**src/rtl/alu_pkg.sv**
```systemverilog
// Shared ALU op encoding, opcode/funct7 constants and decode helpers
// for the ALU-op decode stage.
package alu_pkg;

    typedef enum logic [4:0] {
        ALU_ADD, ALU_SUB, ALU_SLL, ALU_SLT, ALU_SLTU, ALU_XOR, ALU_SRL,
        ALU_SRA, ALU_OR, ALU_AND, ALU_PASSB, ALU_MUL, ALU_MULH,
        ALU_MULHSU, ALU_MULHU, ALU_DIV, ALU_DIVU, ALU_REM, ALU_REMU
    } alu_op_t;

    localparam logic [6:0] OPC_LOAD   = 7'b0000011;
    localparam logic [6:0] OPC_OP_IMM = 7'b0010011;
    localparam logic [6:0] OPC_AUIPC  = 7'b0010111;
    localparam logic [6:0] OPC_STORE  = 7'b0100011;
    localparam logic [6:0] OPC_OP     = 7'b0110011;
    localparam logic [6:0] OPC_LUI    = 7'b0110111;
    localparam logic [6:0] OPC_BRANCH = 7'b1100011;
    localparam logic [6:0] OPC_JALR   = 7'b1100111;
    localparam logic [6:0] OPC_JAL    = 7'b1101111;

    localparam logic [6:0] F7_BASE   = 7'b0000000;
    localparam logic [6:0] F7_ALT    = 7'b0100000;
    localparam logic [6:0] F7_MULDIV = 7'b0000001;

    typedef struct packed {
        alu_op_t alu_op;
        logic    illegal;
    } dec_t;

    // funct3 -> op for the funct7=0000000 row of OP (and non-shift OP-IMM)
    function automatic alu_op_t base_op(input logic [2:0] f3);
        alu_op_t op;
        case (f3)
            3'b000:  op = ALU_ADD;
            3'b001:  op = ALU_SLL;
            3'b010:  op = ALU_SLT;
            3'b011:  op = ALU_SLTU;
            3'b100:  op = ALU_XOR;
            3'b101:  op = ALU_SRL;
            3'b110:  op = ALU_OR;
            default: op = ALU_AND;
        endcase
        return op;
    endfunction

    function automatic alu_op_t muldiv_op(input logic [2:0] f3);
        alu_op_t op;
        case (f3)
            3'b000:  op = ALU_MUL;
            3'b001:  op = ALU_MULH;
            3'b010:  op = ALU_MULHSU;
            3'b011:  op = ALU_MULHU;
            3'b100:  op = ALU_DIV;
            3'b101:  op = ALU_DIVU;
            3'b110:  op = ALU_REM;
            default: op = ALU_REMU;
        endcase
        return op;
    endfunction

endpackage

```
**src/rtl/alu_op_decode_stage_decode_comb.sv**
```systemverilog
// Pure combinational opcode/funct3/funct7 -> {alu_op, illegal} decode.
// Illegal encodings always report ALU_ADD.
module alu_op_decode_comb
    import alu_pkg::*;
#(
    parameter bit EN_MEXT = 1'b1
) (
    input  logic [6:0] opcode,
    input  logic [2:0] funct3,
    input  logic [6:0] funct7,
    output dec_t       dec
);

    always_comb begin
        dec = '{alu_op: ALU_ADD, illegal: 1'b0};
        case (opcode)
            OPC_OP: begin
                case (funct7)
                    F7_BASE: dec.alu_op = base_op(funct3);
                    F7_ALT: begin
                        if (funct3 == 3'b000)      dec.alu_op = ALU_SUB;
                        else if (funct3 == 3'b101) dec.alu_op = ALU_SRA;
                        else                       dec.illegal = 1'b1;
                    end
                    F7_MULDIV: begin
                        if (EN_MEXT) dec.alu_op  = muldiv_op(funct3);
                        else         dec.illegal = 1'b1;
                    end
                    default: dec.illegal = 1'b1;
                endcase
            end
            // funct7 only matters for the shift immediates; no SUBI exists
            OPC_OP_IMM: begin
                if (funct3 == 3'b001) begin
                    if (funct7 == F7_BASE) dec.alu_op  = ALU_SLL;
                    else                   dec.illegal = 1'b1;
                end else if (funct3 == 3'b101) begin
                    if (funct7 == F7_BASE)     dec.alu_op  = ALU_SRL;
                    else if (funct7 == F7_ALT) dec.alu_op  = ALU_SRA;
                    else                       dec.illegal = 1'b1;
                end else begin
                    dec.alu_op = base_op(funct3);
                end
            end
            OPC_LOAD, OPC_STORE, OPC_JALR, OPC_AUIPC, OPC_JAL: dec.alu_op = ALU_ADD;
            OPC_BRANCH: dec.alu_op  = ALU_SUB;
            OPC_LUI:    dec.alu_op  = ALU_PASSB;
            default:    dec.illegal = 1'b1;
        endcase
    end

endmodule

```
**src/rtl/alu_op_decode_stage.sv**
```systemverilog
// Registered ALU-op decode stage: decode, main + skid entry registers with
// valid/ready handshake and flush, and a saturating illegal-entry counter.
module alu_op_decode_stage
    import alu_pkg::*;
#(
    parameter bit          EN_MEXT = 1'b1,
    parameter int unsigned CNT_W   = 16
) (
    input  logic             iClk,
    input  logic             iRst,
    input  logic             iFlush,
    input  logic             iValid,
    output logic             oReady,
    input  logic [6:0]       iOpcode,
    input  logic [2:0]       iFunct3,
    input  logic [6:0]       iFunct7,
    output logic             oValid,
    input  logic             iReady,
    output alu_op_t          oAluOp,
    output logic             oIllegal,
    output logic [CNT_W-1:0] oIllegalCount
);

    localparam logic [CNT_W-1:0] CNT_MAX = '1;
    localparam logic [CNT_W-1:0] CNT_ONE = {{(CNT_W-1){1'b0}}, 1'b1};
    localparam dec_t             DEC_RST = '{alu_op: ALU_ADD, illegal: 1'b0};

    dec_t             dec, main_q, skid_q;
    logic             main_vld, skid_vld, accept;
    logic [CNT_W-1:0] ill_cnt;

    alu_op_decode_comb #(.EN_MEXT(EN_MEXT)) u_dec (
        .opcode (iOpcode),
        .funct3 (iFunct3),
        .funct7 (iFunct7),
        .dec    (dec)
    );

    // Ready depends only on registered skid state, never on iReady
    assign oReady = ~skid_vld & ~iRst;
    assign accept = iValid & oReady;

    always_ff @(posedge iClk) begin
        if (iRst) begin
            main_vld <= 1'b0;
            skid_vld <= 1'b0;
            main_q   <= DEC_RST;
            skid_q   <= DEC_RST;
            ill_cnt  <= '0;
        end else if (iFlush) begin
            main_vld <= 1'b0;
            skid_vld <= 1'b0;
        end else begin
            if (skid_vld) begin
                // oReady is low here, so nothing new arrives this cycle
                if (iReady) begin
                    main_q   <= skid_q;
                    skid_vld <= 1'b0;
                end
            end else if (!main_vld || iReady) begin
                main_vld <= accept;
                if (accept) main_q <= dec;
            end else if (accept) begin
                skid_q   <= dec;
                skid_vld <= 1'b1;
            end
            if (accept && dec.illegal && ill_cnt != CNT_MAX)
                ill_cnt <= ill_cnt + CNT_ONE;
        end
    end

    assign oValid        = main_vld;
    assign oAluOp        = main_q.alu_op;
    assign oIllegal      = main_q.illegal;
    assign oIllegalCount = ill_cnt;

endmodule

```
**config.mk**
```make
export PLATFORM = sky130hd
export DESIGN_NAME = alu_op_decode_stage
export DESIGN_NICKNAME = d
export VERILOG_FILES = /design/src/rtl/alu_pkg.sv /design/src/rtl/alu_op_decode_stage_decode_comb.sv /design/src/rtl/alu_op_decode_stage.sv
export SDC_FILE = /design/constraint.sdc
export NUM_CORES = 1
export LEC_CHECK = 0
export ABC_AREA = 1
export CORE_MARGIN = 4
export CORE_UTILIZATION = 52
export CTS_CLUSTER_SIZE = 25
export DETAILED_ROUTE_END_ITERATION = 8
export GPL_TIMING_DRIVEN = 0
export PLACE_DENSITY_LB_ADDON = 0.25
export REMOVE_ABC_BUFFERS = 1
export SLEW_MARGIN = 20
export SYNTH_ARGS = -nofsm -noshare
export SYNTH_HDL_FRONTEND = slang
export SYNTH_SLANG_ARGS = --single-unit
```
**constraint.sdc**
```tcl
create_clock -name iClk -period 1.9 [get_ports iClk]
set_clock_uncertainty 0.2 [all_clocks]
set_input_delay 0.38 -clock iClk [delete_from_list [all_inputs] [get_ports iClk]]
set_output_delay 0.38 -clock iClk [all_outputs]
set_load 0.1 [all_outputs]
```
==> results.md, run 1 <==
* Clk pin slew, worst setup/hold paths at 70 ps
* Netlist cell types at 32
* Placed Area at 0.00270 sq mm
* Global-route usage over all layers at 24.2%
* Initial antenna violation count at 0
* Slew margin rel. at 62.0%
* Port-buffer cells at 45
* Synth area leader: dfxtp_1
* Initial DRC count at 191
* Endpoints failing setup at 0
* Final Hold Viols at 0
* Io pins at 46
* Final slew viol count at 0
* DP HPWL at 4000 um
* Net count, final at 451
* Pre-antenna DRT Iters at 6
* Largest family of logic cells by synthesized area: simple AND/OR/NAND/NOR gates
* Remaining Overflow, GRT at 0
* Fillers at 305
* Cts hold-fix bufs at 0
* TritonCTS Buffers at 5
* Most common cell after layout, fill and taps aside: nand2_1
* Largest net degree at the start of global routing at 23
* H-Tree Depth at 2
* Synth area leaders: dfxtp_1 27%, nand2_1 16%, nand3_1 8.5%
* Post-synthesis sequential area ratio at 26.8%
* Crit path max fanout at 12
* Critical Path RT at 1920 ps
* Buf/Inv on CP at 2
* Final Cycle Share at 99.9%
* Crit. End Element: register
* Vias in the first global route at 2375
* CP startpoint kind: register
* Hold worst-path end: oIllegalCount[13]$_SDFFE_PP0P_
* Mux contribution to synthesized area at 0%
* Gpl congestion at 0.935
* Reg2reg end: oIllegalCount[13]$_SDFFE_PP0P_
* Diode count at 0
* Starting Density at 54.7%
* Status: complete, no violations
* Pwr dens at 570 mW/mm^2
* DR vias at 2570
* Top-area cell type share of the netlist area at 26.8%
* ANT nets after route at 0
* Area of the multi-input gates at 0.00160 sq mm
* Final WS setup at 2.73 ps
* Mapped Cells at 359
* Critical path, cell by cell: ha_4 -> nand3_2 -> nor3_4 -> a31oi_4 -> buf_12 -> nand2_4 -> buf_4 -> nand2_1 -> a21oi_2
* Pleak at 1.44 nW
* Area Overhead vs Synth at 41.7%
* Max Cap Viol at 0
* Core box area at 0.00409 sq mm
* Final Critical Period at 1900 ps
* R2R Setup Slk at 3 ps
* Clock Latency Late Sink at 290 ps
* CTS sink count at 30
* Slew of the pin with the lowest slew margin at 570 ps
* Die width at 73.6 um
* Worst r2r src: oIllegalCount[0]$_SDFFE_PP0P_
* Pre-CTS WS at -1490 ps
* Post-Synth XOR/XNOR Area at 5.09%
* Share of cells above drive strength 1 at 30.6%
* Simple-Gate Fraction of Synth Area at 40.9%
* Mapped Area at 0.00224 sq mm
* Slowest CP cell: dfxtp_4
* Hold Path Cell Cnt at 2
* Delay of the slowest cell on the worst path at 380 ps
* Worst hold slack at 310 ps
* Warnings, synthesis at 0
* Arr. time, crit path at 1910 ps
* Std cell rows at 23
* Critical path origin: oIllegalCount[0]$_SDFFE_PP0P_
* Routed Wire Length at 6440 um
* Fmax at 527 MHz
* Peak supply drop at 0.322 mV
* Root Buffer: clkbuf_8
* Worst Hold Class: register to register
* Path depth of the worst reg2reg path at 9
* Storage element area at 609 sq um
* CTS tree: done
* Die footprint at 0.00542 sq mm
* Hold_sp: oIllegalCount[13]$_SDFFE_PP0P_
* Delay-heaviest family, CP: simple AND/OR/NAND/NOR gates
* Clk buf depth at 2
* Routed vias/inst at 5.41
* #FFs+latches synth at 30
* Synth Area in Compound Gates at 14.3%
* Syn Area/Cell at 6.23 sq um
* Final Cell Area at 0.00317 sq mm
* Drt drc at 0
* Chip height at 73.6 um
* First-pass GRT wire length at 10400 um
* Adder-cell area share of the yosys netlist at 2.80%
* RSZ-0062 raised after global routing: true
* Most frequent cells in the layout: 85 x nand2_1, 35 x inv_1, 35 x nor2_1, 34 x nand3_1, 27 x dfxtp_1
* WL per Instance at 13.6 um
* WS Path Type: register to register
cell usage after synthesis (all sizes together):
| cell type | count |
|---|---|
| buf | 4 |
| clkbuf | 3 |
| a31oi | 1 |
| a41oi | 1 |
| a21oi | 31 |
| xor2 | 10 |
| nand2 | 103 |
| nor3 | 5 |
| o21ai | 18 |
| nor2 | 51 |
| a211oi | 1 |
| nor4 | 1 |
| inv | 46 |
| and2 | 1 |
| nand3 | 40 |
| dfxtp | 30 |
| nand4 | 4 |
| ha | 5 |
| nand3b | 1 |
| xnor2 | 3 |
worst max path at each step:
stage | to | slack (ps) | depth (start not counted)
2_1_floorplan | oIllegalCount[1]$_SDFFE_PP0P_ | -710 | 9
3_3_place_gp | oReady | -1460 | 3
3_5_place_dp | oReady | -1490 | 3
4_1_cts | oIllegalCount[13]$_SDFFE_PP0P_ | 5 | 13
5_1_grt | oIllegalCount[13]$_SDFFE_PP0P_ | -50 | 9
6_report | oIllegalCount[13]$_SDFFE_PP0P_ | 3 | 9
logic make-up after synthesis:
group	after synthesis
adder cells (fa/ha/maj)	5
flip-flops	30
AND/OR/NAND/NOR	206
buffers and inverters	53
AO/OA/AOI/OAI	52
XOR/XNOR	13
state kept, by name, indices dropped and copies added (netlist names):
| register | cells |
|---|---|
| oAluOp | 5 |
| oIllegal | 1 |
| oIllegalCount | 16 |
| oValid | 1 |
| skid_q | 6 |
| skid_vld | 1 |
layout make-up:
type / instances / area share, %
flip-flops and latches: 30 / 19.2
clock buffers: 6 / 2.60
clock inverters: 2 / 1.89
inverters: 46 / 5.60
well taps: 50 / 1.97
repair buffers: 64 / 18.3
multi-input cells: 277 / 50.4
worst min-delay path, cell delays in order (launching register included):
cell and delay, ps:
dfxtp_1 330, nand2_1 90, a21oi_2 50
report_power, final:
part / internal [mW] / switching (mW)
Clock: 0.559 / 0.261
Combinational: 0.114 / 0.227
Sequential: 0.637 / 0.00836
stage by stage:
step / std cells / TNS (ps) / power, mW / utilization (%)
floorplan: 352 / -17020 / 0.842 / -
global placement: 447 / -37440 / 0.946 / 66.1
detailed placement: 447 / -39140 / 0.951 / 66.1
CTS: 468 / 0 / 1.78 / 75.4
global route: 475 / -169 / 1.86 / 77.6
finish: 475 / 0 / 1.81 / 77.6
per-layer routing:
metal	vias to the layer above	GRT usage (%)	wire length [um]
met4	0	9.86	199
met3	25	5.61	451
met1	1156	29.2	2640
li1	1281	-	-
met2	108	40.8	3140
met5	-	0	0
repair_timing:
| item | in CTS | in global routing |
|---|---|---|
| resized for setup | 130 | 49 |
| gates cloned | 1 | 0 |
| endpoints found under the hold margin | 0 | 0 |
| setup endpoints to repair | 54 | 35 |
| setup buffers | 12 | 7 |
| pin swaps | 11 | 16 |
Power figures use the tool's default switching activity.
==> run 2: changes to the inputs <==
Settings changed: ABC_AREA 1 to default, CORE_UTILIZATION 52 to 50.
==> run 2 against run 1 <==
Effect of this change:
- first-iteration DRC count rose by 130%
- wire length up 21%
- clock power is 33% lower
- the flow now finishes with violations (setup timing)
- total power is 12% lower
- non-clock buffer count grew 14
==> results.md, run 2 <==
* Status: finished with violations
* Failing checks: setup timing
* Net count, final at 345 (-24%)
* Critical Path RT at 1900 ps (-20 ps)
* Arr. time, crit path at 2480 ps (+570 ps)
* Clk buf depth at 2 (unchanged)
* Mux contribution to synthesized area at 3.07% (+3.1 points)
* Pwr dens at 508 mW/mm^2 (-11%)
* Commonest cells in the netlist: 30 x dfxtp_1, 28 x nor2_1, 19 x o21ai_0
* Global-route usage over all layers at 23.7% (-0.43 points)
* Peak supply drop at 0.413 mV (+28%)
* Internal at 1.07 mW (-18%)
* Routed wl met2 at 3640 um (+16%)
* Netlist cell types at 50 (+56%)
* Critical path, cell by cell: buf_6 -> or4_4 -> buf_12 -> buf_4 -> nor4_2 -> a211oi_1 -> a211oi_2 -> buf_4 -> nor2_1 -> a21oi_1
* Endpoints failing setup at 29 (+29)
* Pleak at 1.11 nW (-23%)
* Routed Wire Length at 7780 um (+21%)
* Cts hold-fix bufs at 0 (unchanged)
* Starting Density at 52.7% (-2.0 points)
* CP startpoint kind: input port
* Buf/Inv on CP at 4 (+2)
* DR vias at 2487 (-3.2%)
* Routed vias/inst at 6.78 (+25%)
* First-pass GRT wire length at 9720 um (-6.8%)
* Placed Cells at 325 (-27%)
* Largest net degree at the start of global routing at 24 (+4.3%)
* Pre-antenna DRT Iters at 7 (+1)
* CTS tree: done
* Met3 routed WL at 832 um (+84%)
* Final Hold Viols at 0 (unchanged)
* Worst r2r src: oIllegalCount[9]$_SDFFE_PP0P_
* TritonCTS Buffers at 5 (unchanged)
* Fmax at 403 MHz (-24%)
* Combinational power share at 24.5% (+5.6 points)
* H-Tree Depth at 2 (unchanged)
* Total Neg Setup Slack at -10300 ps (-10300 ps)
* Final Cycle Share at 131% (+31 points)
* Vias in the first global route at 2054 (-14%)
* Synth area leader: dfxtp_1
* P_sw at 0.511 mW (+3.0%)
* Core box area at 0.00372 sq mm (-9.1%)
* Area of the multi-input gates at 0.00162 sq mm (+1.5%)
* Final slew viol count at 0 (unchanged)
* Crit path max fanout at 4 (-8)
* Die footprint at 0.00498 sq mm (-8.0%)
* Fillers at 207 (-32%)
* WS Path Type: input port to register
* Warnings, synthesis at 0 (unchanged)
* Chip height at 70.6 um (-4.1%)
* Clock power share at 34.7% (-11 points)
* Path depth of the worst reg2reg path at 7 (-2)
* Io pins at 46 (unchanged)
* Std cell rows at 22 (-4.3%)
* Simple-Gate Fraction of Synth Area at 28.3% (-13 points)
* Die width at 70.6 um (-4.1%)
* Register share of total power at 40.8% (+5.1 points)
* Diode count at 0 (unchanged)
* Largest register FFs at 16 (unchanged)
* Critical path origin: iFunct7[4]
* Mapped Area at 0.00196 sq mm (-12%)
* Largest family of logic cells by synthesized area: simple AND/OR/NAND/NOR gates
* #FFs+latches synth at 30 (unchanged)
* Storage element area at 602 sq um (-1.2%)
* WL per Instance at 21.2 um (+56%)
* Top-area cell type share of the netlist area at 30.7% (+3.8 points)
* Most common cell after layout, fill and taps aside: dfxtp_1
* RSZ-0062 raised after global routing: true
* Total stage count of the critical path at 10 (+1)
* Clock Latency Late Sink at 290 ps (about the same)
* ANT nets after route at 0 (unchanged)
* Final Critical Period at 2480 ps (+583 ps)
* Slowest CP cell: or4_4
* Worst hold slack at 270 ps (-40.3 ps)
* Syn Area/Cell at 8.00 sq um (+28%)
* Delay-heaviest family, CP: simple AND/OR/NAND/NOR gates
* Mapped Cells at 245 (-32%)
* Initial antenna violation count at 0 (unchanged)
* Synth Area in Compound Gates at 28.1% (+14 points)
* R2R Setup Slk at -400 ps (-400 ps)
* Slew margin rel. at 54.5% (-7.5 points)
* Max Cap Viol at 0 (unchanged)
* Sw Ratio at 32.2% (+4.8 points)
* Post-synthesis sequential area ratio at 30.7% (+3.8 points)
* DP HPWL at 3420 um (-14%)
* Adder-cell area share of the yosys netlist at 3.19% (+0.40 points)
* Post-Synth XOR/XNOR Area at 2.23% (-2.9 points)
* Delay of the slowest cell on the worst path at 570 ps (+190 ps)
* Critical path capture point: skid_q[2]$_SDFFE_PP0P_
* Pre-CTS WS at -1770 ps (-284 ps)
* Reg2reg end: oIllegalCount[11]$_SDFFE_PP0P_
* Top cell by count, worst path: buf_4
* Worst Hold Class: register to register
* Drt drc at 0 (unchanged)
* Crit. End Element: register
* Gpl congestion at 0.875 (-6.4%)
* Port-buffer cells at 45 (unchanged)
* Top sig layer: met4
* Clk pin slew, worst setup/hold paths at 70 ps (about the same)
* Share of cells above drive strength 1 at 41.4% (+11 points)
* Initial DRC count at 438 (+130%)
* CTS sink count at 30 (unchanged)
* Remaining Overflow, GRT at 0 (unchanged)
* Post-synth EDFFs at 0 (unchanged)
* Area Overhead vs Synth at 59.1%
* Most numerous cell in the Yosys netlist: dfxtp_1
* Synth area leaders: dfxtp_1 31%, nor2_1 5.4%, o21ai_0 4.9%
* Root Buffer: clkbuf_8
* Synth Flop Type: dfxtp_1
* M1 WL at 2940 um (+11%)
* Finished Layout Cells at 367 (-23%)
* Async set-reset flop share out of synthesis at 0% (unchanged)
* Most frequent cells in the layout: 29 x dfxtp_1, 24 x nor2_1, 24 x buf_4, 16 x a21oi_1, 16 x o21ai_0
* Final WS setup at -581 ps (-583 ps)
* Slew of the pin with the lowest slew margin at 677 ps (+107 ps)
* Total power at 1.58 mW (-12%)
==> run 2: changes by cell type after synthesis, moves of 6 or more <==
cell	previous run	this run
inv_1	40	6
a21oi_2	10	0
and3_1	0	7
nand2_1	97	18
nand3_1	38	7
clkbuf_1	3	10
mux2i_1	0	6
nand2b_1	0	8
nor2_1	47	28
==> run 2: power groups by stage <==
stage | combinational (mW) | clock (mW) | sequential (mW)
2_1_floorplan | 0.111 | 0 | 0.716
3_3_place_gp | 0.279 | 0 | 0.659
3_5_place_dp | 0.282 | 0 | 0.659
4_1_cts | 0.323 | 0.534 | 0.645
5_1_grt | 0.405 | 0.568 | 0.647
6_report | 0.388 | 0.550 | 0.646
==> run 2: cell families (layout without fill, tap and decap cells) <==
logic type	Yosys count	after routing
mux	6	6
xor+xnor	5	5
simple gates	103	103
compound gates	77	78
buf+inv	19	92
flops	30	30
fa+ha+maj	5	5
==> run 2: repair_timing <==
item                                   4_1_cts  5_1_grt
endpoints found under the hold margin        0        0
gates resized for setup                    167       69
setup buffers                               21       14
setup endpoints to repair                   52       34
pin swaps                                   25       24
gates cloned                                 1        0
==> run 2: final cells by class <==
cell class | instances | area share (%)
multi-input cells | 197 | 52.1
clock buffers | 7 | 2.77
flip-flops and latches | 30 | 19.3
repair buffers | 78 | 23.0
inverters | 6 | 0.803
well taps | 48 | 1.93
clock inverters | 1 | 0.161
==> run 2: stage by stage <==
step / utilization, % / instance area (sq um)
global route: 83.9 / 3120
detailed placement: 64.7 / 2400
global placement: 64.7 / 2400
floorplan: - / 1890
CTS: 75.8 / 2820
finish: 83.9 / 3120
==> run 2: tightest hold or removal path, delay by kind of cell (launching register included) <==
kind,cells,cell delay (ps)
DFF,1,310
AOI/OAI and AO/OA,1,60
and+or+nand+nor,1,50
==> run 2: worst min path at each step <==
stage	startpoint	end	slack [ps]	cells after the start
finish	oAluOp[1]$_SDFFE_PP0P_	oAluOp[1]$_SDFFE_PP0P_	270	2
global route	oAluOp[1]$_SDFFE_PP0P_	oAluOp[1]$_SDFFE_PP0P_	310	2
CTS	oIllegal$_SDFFE_PP0P_	oIllegal$_SDFFE_PP0P_	260	2
detailed placement	oIllegal$_SDFFE_PP0P_	oIllegal$_SDFFE_PP0P_	250	2
global placement	oAluOp[1]$_SDFFE_PP0P_	oAluOp[1]$_SDFFE_PP0P_	250	2
floorplan	skid_q[3]$_SDFFE_PP0P_	skid_q[3]$_SDFFE_PP0P_	240	2
==> run 2: metal layers <==
| metal | up-vias | global-route usage, % |
|---|---|---|
| met2 | 211 | 39.1 |
| met1 | 1147 | 29.9 |
| met3 | 51 | 5.11 |
| li1 | 1078 | - |
| met4 | 0 | 10.0 |
| met5 | - | 2.02 |
==> run 3: changes to the inputs <==
Settings changed: CTS_BUF_LIST from default to sky130_fd_sc_hd__clkbuf_16, MAX_ROUTING_LAYER from default to met4.
==> run 3 against run 2 <==
Effect of this change:
- the flow still finishes with violations (setup timing)
- combinational power down 5%
- critical path type unchanged
- clock power up 37%
- maximum frequency rose by 3.0%
- total power grew 12%
- cell area down 1.3%
- hold slack improved by 5.2 ps
- sequential share of layout area is 0.25 points higher
- flip-flop and latch count did not move
- sequential power hardly changed
==> results.md, run 3 (synthesized netlist as in run 2, its figures left out) <==
* Status: finished with violations
* Failing checks: setup timing
* Final slew viol count at 0 (unchanged)
* Arr. time, crit path at 2350 ps (-130 ps)
* Clk buf depth at 2 (unchanged)
* Port-buffer cells at 45 (unchanged)
* Cts hold-fix bufs at 0 (unchanged)
* Starting Density at 52.7% (unchanged)
* Clock power share at 42.6% (+7.9 points)
* R2R Setup Slk at -330 ps (+70 ps)
* Delay-heaviest family, CP: simple AND/OR/NAND/NOR gates
* Hold worst-path end: oAluOp[1]$_SDFFE_PP0P_
* Pwr dens at 576 mW/mm^2 (+13%)
* Pre-antenna DRT Iters at 7 (unchanged)
* Final Critical Period at 2410 ps (-71.9 ps)
* Sw Ratio at 29.6% (-2.7 points)
* Final Hold Viols at 0 (unchanged)
* First-pass GRT wire length at 10000 um (+3.4%)
* Combinational power share at 20.9% (-3.6 points)
* Critical path, cell by cell: buf_6 -> or4_4 -> o41ai_4 -> a221oi_4 -> buf_4 -> buf_6 -> buf_6 -> o2111ai_2 -> xor2_1 -> nor2_1
* Worst r2r src: oIllegalCount[7]$_SDFFE_PP0P_
* Initial DRC count at 258 (-41%)
* RSZ-0062 raised after global routing: true
* ANT nets after route at 0 (unchanged)
* Clk pin slew, worst setup/hold paths at 50 ps (-20 ps)
* Core box area at 0.00372 sq mm (unchanged)
* Critical Path RT at 1850 ps (-50 ps)
* Io pins at 46 (unchanged)
* CTS sink count at 30 (unchanged)
* P_sw at 0.524 mW (+2.5%)
* Routed Wire Length at 7080 um (-9.1%)
* Largest net degree at the start of global routing at 24 (unchanged)
* H-Tree Depth at 2 (unchanged)
* Delay of the slowest cell on the worst path at 590 ps (+20 ps)
* Slew of the pin with the lowest slew margin at 599 ps (-77.8 ps)
* Final Util at 82.8% (-1.1 points)
* Endpoints failing setup at 28 (-3.4%)
* Hold_sp: oAluOp[1]$_SDFFE_PP0P_
* Std cell rows at 22 (unchanged)
* Diode count at 0 (unchanged)
* Most common cell after layout, fill and taps aside: dfxtp_1
* Crit. End Element: register
* Max Cap Viol at 0 (unchanged)
* Worst Hold Class: register to register
* Largest register FFs at 16 (unchanged)
* Global-route usage over all layers at 25.6% (+1.9 points)
* Top cell by count, worst path: buf_6
* Internal at 1.25 mW (+16%)
* Initial antenna violation count at 0 (unchanged)
* Slew margin rel. at 59.7% (+5.2 points)
* Die width at 70.6 um (unchanged)
* Path depth of the worst reg2reg path at 8 (+1)
* Reg2reg end: oIllegalCount[12]$_SDFFE_PP0P_
* Final WS setup at -509 ps (+71.9 ps)
* Peak supply drop at 0.341 mV (-17%)
* DP HPWL at 3420 um (unchanged)
* Remaining Overflow, GRT at 0 (unchanged)
* Vias in the first global route at 2133 (+3.8%)
* Chip height at 70.6 um (unchanged)
* Buf/Inv on CP at 4 (unchanged)
* DR vias at 2396 (-3.7%)
* Slowest CP cell: or4_4
* CTS tree: done
* Total power at 1.77 mW (+12%)
* Net count, final at 341 (-1.2%)
* Share of cells above drive strength 1 at 40.0% (-1.4 points)
* WL per Instance at 19.5 um (-8.1%)
* CP startpoint kind: input port
* Clock Latency Late Sink at 280 ps (about the same)
* Area Overhead vs Synth at 57.0%
* Routed vias/inst at 6.60 (-2.6%)
* Hold Path Cell Cnt at 2 (unchanged)
* Fmax at 415 MHz (+3.0%)
* Crit path max fanout at 4 (unchanged)
* Final Cycle Share at 127% (-3.8 points)
* TritonCTS Buffers at 5 (unchanged)
* Most frequent cells in the layout: 29 x dfxtp_1, 24 x nor2_1, 19 x buf_4, 18 x clkdlybuf4s15_2
* Drt drc at 0 (unchanged)
* WS Path Type: input port to register
* Die footprint at 0.00498 sq mm (unchanged)
* Root Buffer: clkbuf_16
* Pleak at 1.10 nW (-1.0%)
* Gpl congestion at 0.889 (+1.6%)
* Fillers at 203 (-1.9%)
* Register share of total power at 36.6% (-4.2 points)
==> run 3: final cells by class <==
cell class | instances | area [sq um] | share of cell area, %
Clock buffer | 5 | 125 | 4.07
Multi-Input combinational cell | 197 | 1560 | 50.5
Timing Repair Buffer | 74 | 694 | 22.6
Tap cell | 48 | 60.1 | 1.95
Inverter | 6 | 27.5 | 0.895
Clock inverter | 3 | 12.5 | 0.407
Sequential cell | 30 | 602 | 19.6
==> run 3: worst max-delay path by stage <==
stage / startpoint / end / slack [ps] / cells past startpoint
after floorplan: oIllegalCount[0]$_SDFFE_PP0P_ / oIllegalCount[7]$_SDFFE_PP0P_ / -960 / 6
after global routing: iFunct7[6] / oIllegalCount[12]$_SDFFE_PP0P_ / -580 / 10
final: iFunct7[6] / oIllegalCount[12]$_SDFFE_PP0P_ / -510 / 10
after CTS: iOpcode[6] / oIllegalCount[8]$_SDFFE_PP0P_ / -380 / 9
after detailed placement: iFunct3[1] / oIllegalCount[7]$_SDFFE_PP0P_ / -1770 / 9
after global placement: iFunct3[1] / oIllegalCount[13]$_SDFFE_PP0P_ / -1700 / 9
==> run 3: worst reg2reg max path, stage by stage (launching register included) <==
cell	delay (ps)
dfxtp_1	420
and4_1	340
and3_1	310
a41oi_4	190
buf_6	170
buf_4	120
o2111ai_2	60
xor2_1	210
nor2_1	70
==> run 3: what timing repair did <==
| action | CTS | global route |
|---|---|---|
| setup buffers | 21 | 8 |
| gates cloned | 1 | 0 |
| endpoints found under the setup margin | 52 | 34 |
| pin swaps | 29 | 11 |
| gates resized for setup | 170 | 51 |
==> run 3: through the flow <==
step / hold slack [ps] / cells / area [sq um] / setup slack, ps / setup TNS [ps]
CTS: 262 / 355 / 2920 / -380 / -7170
global placement: 246 / 325 / 2400 / -1700 / -42210
detailed placement: 255 / 325 / 2400 / -1770 / -43790
global route: 297 / 363 / 3080 / -585 / -11290
finish: 275 / 363 / 3080 / -509 / -9300
floorplan: 240 / 232 / 1890 / -965 / -15350
==> run 3: routing by layer <==
layer | routed length, um | track usage [%] | share of wire [%] | up-vias
met2 | 3450 | 38.9 | 49 | 171
met4 | 252 | 12.7 | 3.6 | 0
met5 | 0 | - | 0 | -
met3 | 659 | 6.53 | 9.3 | 30
li1 | - | - | - | 1062
met1 | 2710 | 31.6 | 38 | 1133
==> run 3: power groups by stage <==
| stage | Combinational (mW) | Clock, mW | Sequential [mW] |
|---|---|---|---|
| 6_report | 0.370 | 0.754 | 0.648 |
| 5_1_grt | 0.391 | 0.775 | 0.649 |
| 4_1_cts | 0.327 | 0.743 | 0.647 |
| 3_5_place_dp | 0.282 | 0 | 0.659 |
| 3_3_place_gp | 0.279 | 0 | 0.659 |
| 2_1_floorplan | 0.111 | 0 | 0.716 |
==> patch 1 (settings of run 2) <==
Change the parameter `CNT_W` from 16 to 14.
--- a/src/rtl/alu_op_decode_stage.sv
+++ b/src/rtl/alu_op_decode_stage.sv
@@ -4,7 +4,7 @@
     import alu_pkg::*;
 #(
     parameter bit          EN_MEXT = 1'b1,
-    parameter int unsigned CNT_W   = 16
+    parameter int unsigned CNT_W   = 14
 ) (
     input  logic             iClk,
     input  logic             iRst,
Ports: changed (resized oIllegalCount); port bits go from 46 to 44. No check against the original RTL was run, so the function may have changed too.
==> patch 1 against run 2 <==
The run still ends with negative setup slack left; global-route usage increased by 0.84 points; total power decreased by 10%; area after synthesis decreased by 6.0%; register-to-register slack got worse by 0.07 ns; worst setup slack improved by 0.037 ns; wire length decreased by 20%; first-iteration DRC count decreased by 46%; design area decreased by 12%; non-clock buffer count decreased by 15; sequential cell count decreased by 2; utilization decreased by 3.8 points; largest cell class unchanged; largest power group unchanged.
==> patch 1: results (changes against run 2) <==
num-multi-input-gates: 191  # -3.0%
synth-seq-cells: 28  # -6.7%
die_w_um: 68.7  # -2.7%
grt_pass1_vias: 1930  # -6.0%
layout_setup_ws_ns: -0.543  # +0.0373 ns
max_stage_delay_ns: 0.52  # -0.05 ns
status: "complete, but fails checks"
hp-start: "iFlush"
seqCellArea_um2: 561  # -6.9%
setup_viol: 23  # -21%
seq_area_share_pct: 20.3  # +1.0 points
dr.pass1.iters: 5  # -2
crit_path_start: "iFunct7[6]"
nNetsFinal: 325  # -5.8%
nFillCells: 229  # +11%
nNonClkBuffers: 63  # -19%
cts_resized: 138  # -17%
rr_endpoint: "oIllegalCount[7]"
violations: "negative setup slack"
timing.rr.start: "oIllegalCount[0]"
ir_worst_vdd_uv: 378  # -8.5%
dpl_worst_slack_ns: -1.73  # +0.0462 ns
p_switching_mw: 0.417  # -18%
hold_end: "oValid"
clk_pin_slew_ns: 0.10  # +0.03 ns
postCtsSetupBuffers: 15  # -29%
vias: 2183  # -12%
layout.nonclk_buf_share_pct: 20.4  # -2.6 points
nNonClkInverters: 11  # +5
p_leak_nw: 0.995  # -10%
largest_reg_flops: 14  # -2
grt_start_max_net_pins: 29  # +21%
==> patch 1: changes by cell type after synthesis, sizes merged, moves of 4 or more <==
| cell | before | now |
|---|---|---|
| o31ai | 4 | 8 |
| nor2 | 28 | 23 |
| inv | 6 | 10 |
| or3 | 4 | 10 |
| and3 | 7 | 3 |
| nand2b | 9 | 4 |
| a21oi | 18 | 23 |
| xor2 | 5 | 1 |
==> patch 1: routing by layer <==
metal,vias to the layer above,global-route usage [%],share of wire (%)
met3,33,3.08,7.9
met4,0,10.9,3.9
met5,-,0,0
met1,1007,31.3,40
met2,135,41.4,48
li1,1008,-,-
==> patch 1: power groups by stage <==
stage / sequential, mW / combinational [mW] / clock, mW
final: 0.601 / 0.342 / 0.475
after global routing: 0.602 / 0.361 / 0.489
after CTS: 0.601 / 0.303 / 0.474
after detailed placement: 0.614 / 0.262 / 0
after global placement: 0.614 / 0.257 / 0
after floorplan: 0.664 / 0.103 / 0
==> patch 2 (settings of run 2) <==
Made on the original files. Make the reset (`iRst`) asynchronous in one clocked block.
--- a/src/rtl/alu_op_decode_stage.sv
+++ b/src/rtl/alu_op_decode_stage.sv
@@ -40,7 +40,7 @@
     assign oReady = ~skid_vld & ~iRst;
     assign accept = iValid & oReady;
 
-    always_ff @(posedge iClk) begin
+    always_ff @(posedge iClk or posedge iRst) begin
         if (iRst) begin
             main_vld <= 1'b0;
             skid_vld <= 1'b0;
Check against the original RTL: differs if iRst is asserted again (counterexample within 4 cycles, from zero or initial values and one cycle with iRst high); with iRst held inactive, the same outputs for 10 cycles.
==> patch 2 against run 2 <==
The run still ends with negative setup slack left; sequential share of layout area is 5.5 points higher; design area shrank 2.6%; utilization down 2.8 points; wire length down 18%; die area is 1.5% higher; worst setup slack better by 0.14 ns; sequential cell count unchanged; area after synthesis grew 1.7%.
Power is not compared: it rests on default switching activity, and its combinational part moved more than twofold at a synthesized area within 25%.
==> patch 2: results (changes against run 2) <==
violations: "negative setup slack"
globalRouteOverflowTotal: 0  # unchanged
crit_path_start: "iFunct7[6]"
vias: 2108  # -15%
crit_fanout: 3  # -1
nFillCells: 232  # +12%
fin_setup_tns_ns: -6.99  # +3.31 ns
rr_endpoint: "oIllegalCount[1]"
drt_iter0_drc: 169  # -61%
layout-drive-gt1-share_pct: 37.0  # -4.3 points
synthTopCellsByArea: "dfrtp_1 38%, xnor2_1 6.6%, o21ai_0 5.0%"
synth_cell_types: 39  # -22%
rr_worst_depth: 6  # -1
dpl_worst_slack_ns: -1.49  # +0.282 ns
cp-endpoint: "oIllegalCount[1]"
tightest_slew_ns: 0.562  # -0.115 ns
grt_pass1_vias: 1962  # -4.5%
ir_worst_vdd_uv: 689
async_flop_share_pct: 100  # +100 points
arrival_ns: 2.31  # -0.17 ns
timing.rr.start: "oIllegalCount[9]"
nNetsFinal: 332  # -3.8%
layout_setup_ws_ns: -0.439  # +0.141 ns
grt_pass1_wl_mm: 9.45  # -2.7%
regToRegSetupSlack_ns: -0.22  # +0.18 ns
hpwlAfterDp_mm: 3.47  # +1.4%
dr.pass1.iters: 4  # -3
status: "complete, but fails checks"
place_area_mm2: 0.00244  # +1.4%
grt_start_max_net_pins: 17  # -29%
place_congestion: 0.806  # -7.8%
grt_usage_pct: 23.4  # -0.37 points
use_met2_pct: 37.9  # -1.2 points
yosysWarnings: 0  # unchanged
hp-class: "input port to asynchronous set/reset pin"
setup_viol: 21  # -28%
finalHoldWorstSlack_ns: 0.0606  # -0.209 ns
## patch 2: cell count changes after synthesis, moves of 4 or more
cell and change:
xor2_1 -5, nand3_1 +5, nor4_1 -4, xnor2_1 +15, nand4_1 +7, nor2_1 -7
nand2_1 +4, a21oi_1 -7, dfrtp_1 +30, dfxtp_1 -30
## patch 2: worst reg2reg max path, stage by stage (launching register included)
cell	delay, ns
dfrtp_1	0.44
and4_1	0.27
and3_1	0.22
and3_1	0.22
nand2_2	0.20
nand3_4	0.16
mux2_4	0.30
## patch 2: what timing repair did
| item | 4_1_cts | 5_1_grt |
|---|---|---|
| resized for setup | 143 | 63 |
| hold buffers | 0 | 1 |
| setup endpoints to repair | 53 | 35 |
| endpoints found under the hold margin | 0 | 16 |
| setup buffers | 12 | 15 |
| pin swaps | 10 | 20 |
| cloned | 1 | 0 |
## patch 2: metal layers
metal / vias to the layer above / share of wire [%]
li1: 987 / -
met1: 995 / 41
met2: 107 / 50
met3: 19 / 6.1
met4: 0 / 3.1
met5: - / 0
## patch 2: logic make-up after synthesis
| group | share of synthesized area [%] |
|---|---|
| AOI/OAI and AO/OA | 15.4 |
| and+or+nand+nor | 29.5 |
| buffers and inverters | 4.52 |
| muxes | 3.20 |
| adders and majority gates | 3.14 |
| DFF | 37.7 |
| xor gates and xnor gates | 6.60 |
## patch 2: metrics by stage
stage	power (mW)	utilization, %	std cells
floorplan	1.36	-	224
global placement	1.59	65.1	317
detailed placement	1.60	65.1	317
CTS	2.11	74.2	337
global route	2.24	81.0	353
finish	2.15	81.0	353
## patch 2: area by class of cell
type / count / share of cell area (%)
sequential: 30 / 24.8
timing repair buffer: 73 / 22.8
timing repair inverter: 1 / 0.289
inverter: 7 / 1.81
clock buffer: 5 / 2.27
multi-input combinational: 187 / 45.7
clock inverter: 2 / 0.330
tap: 48 / 1.98
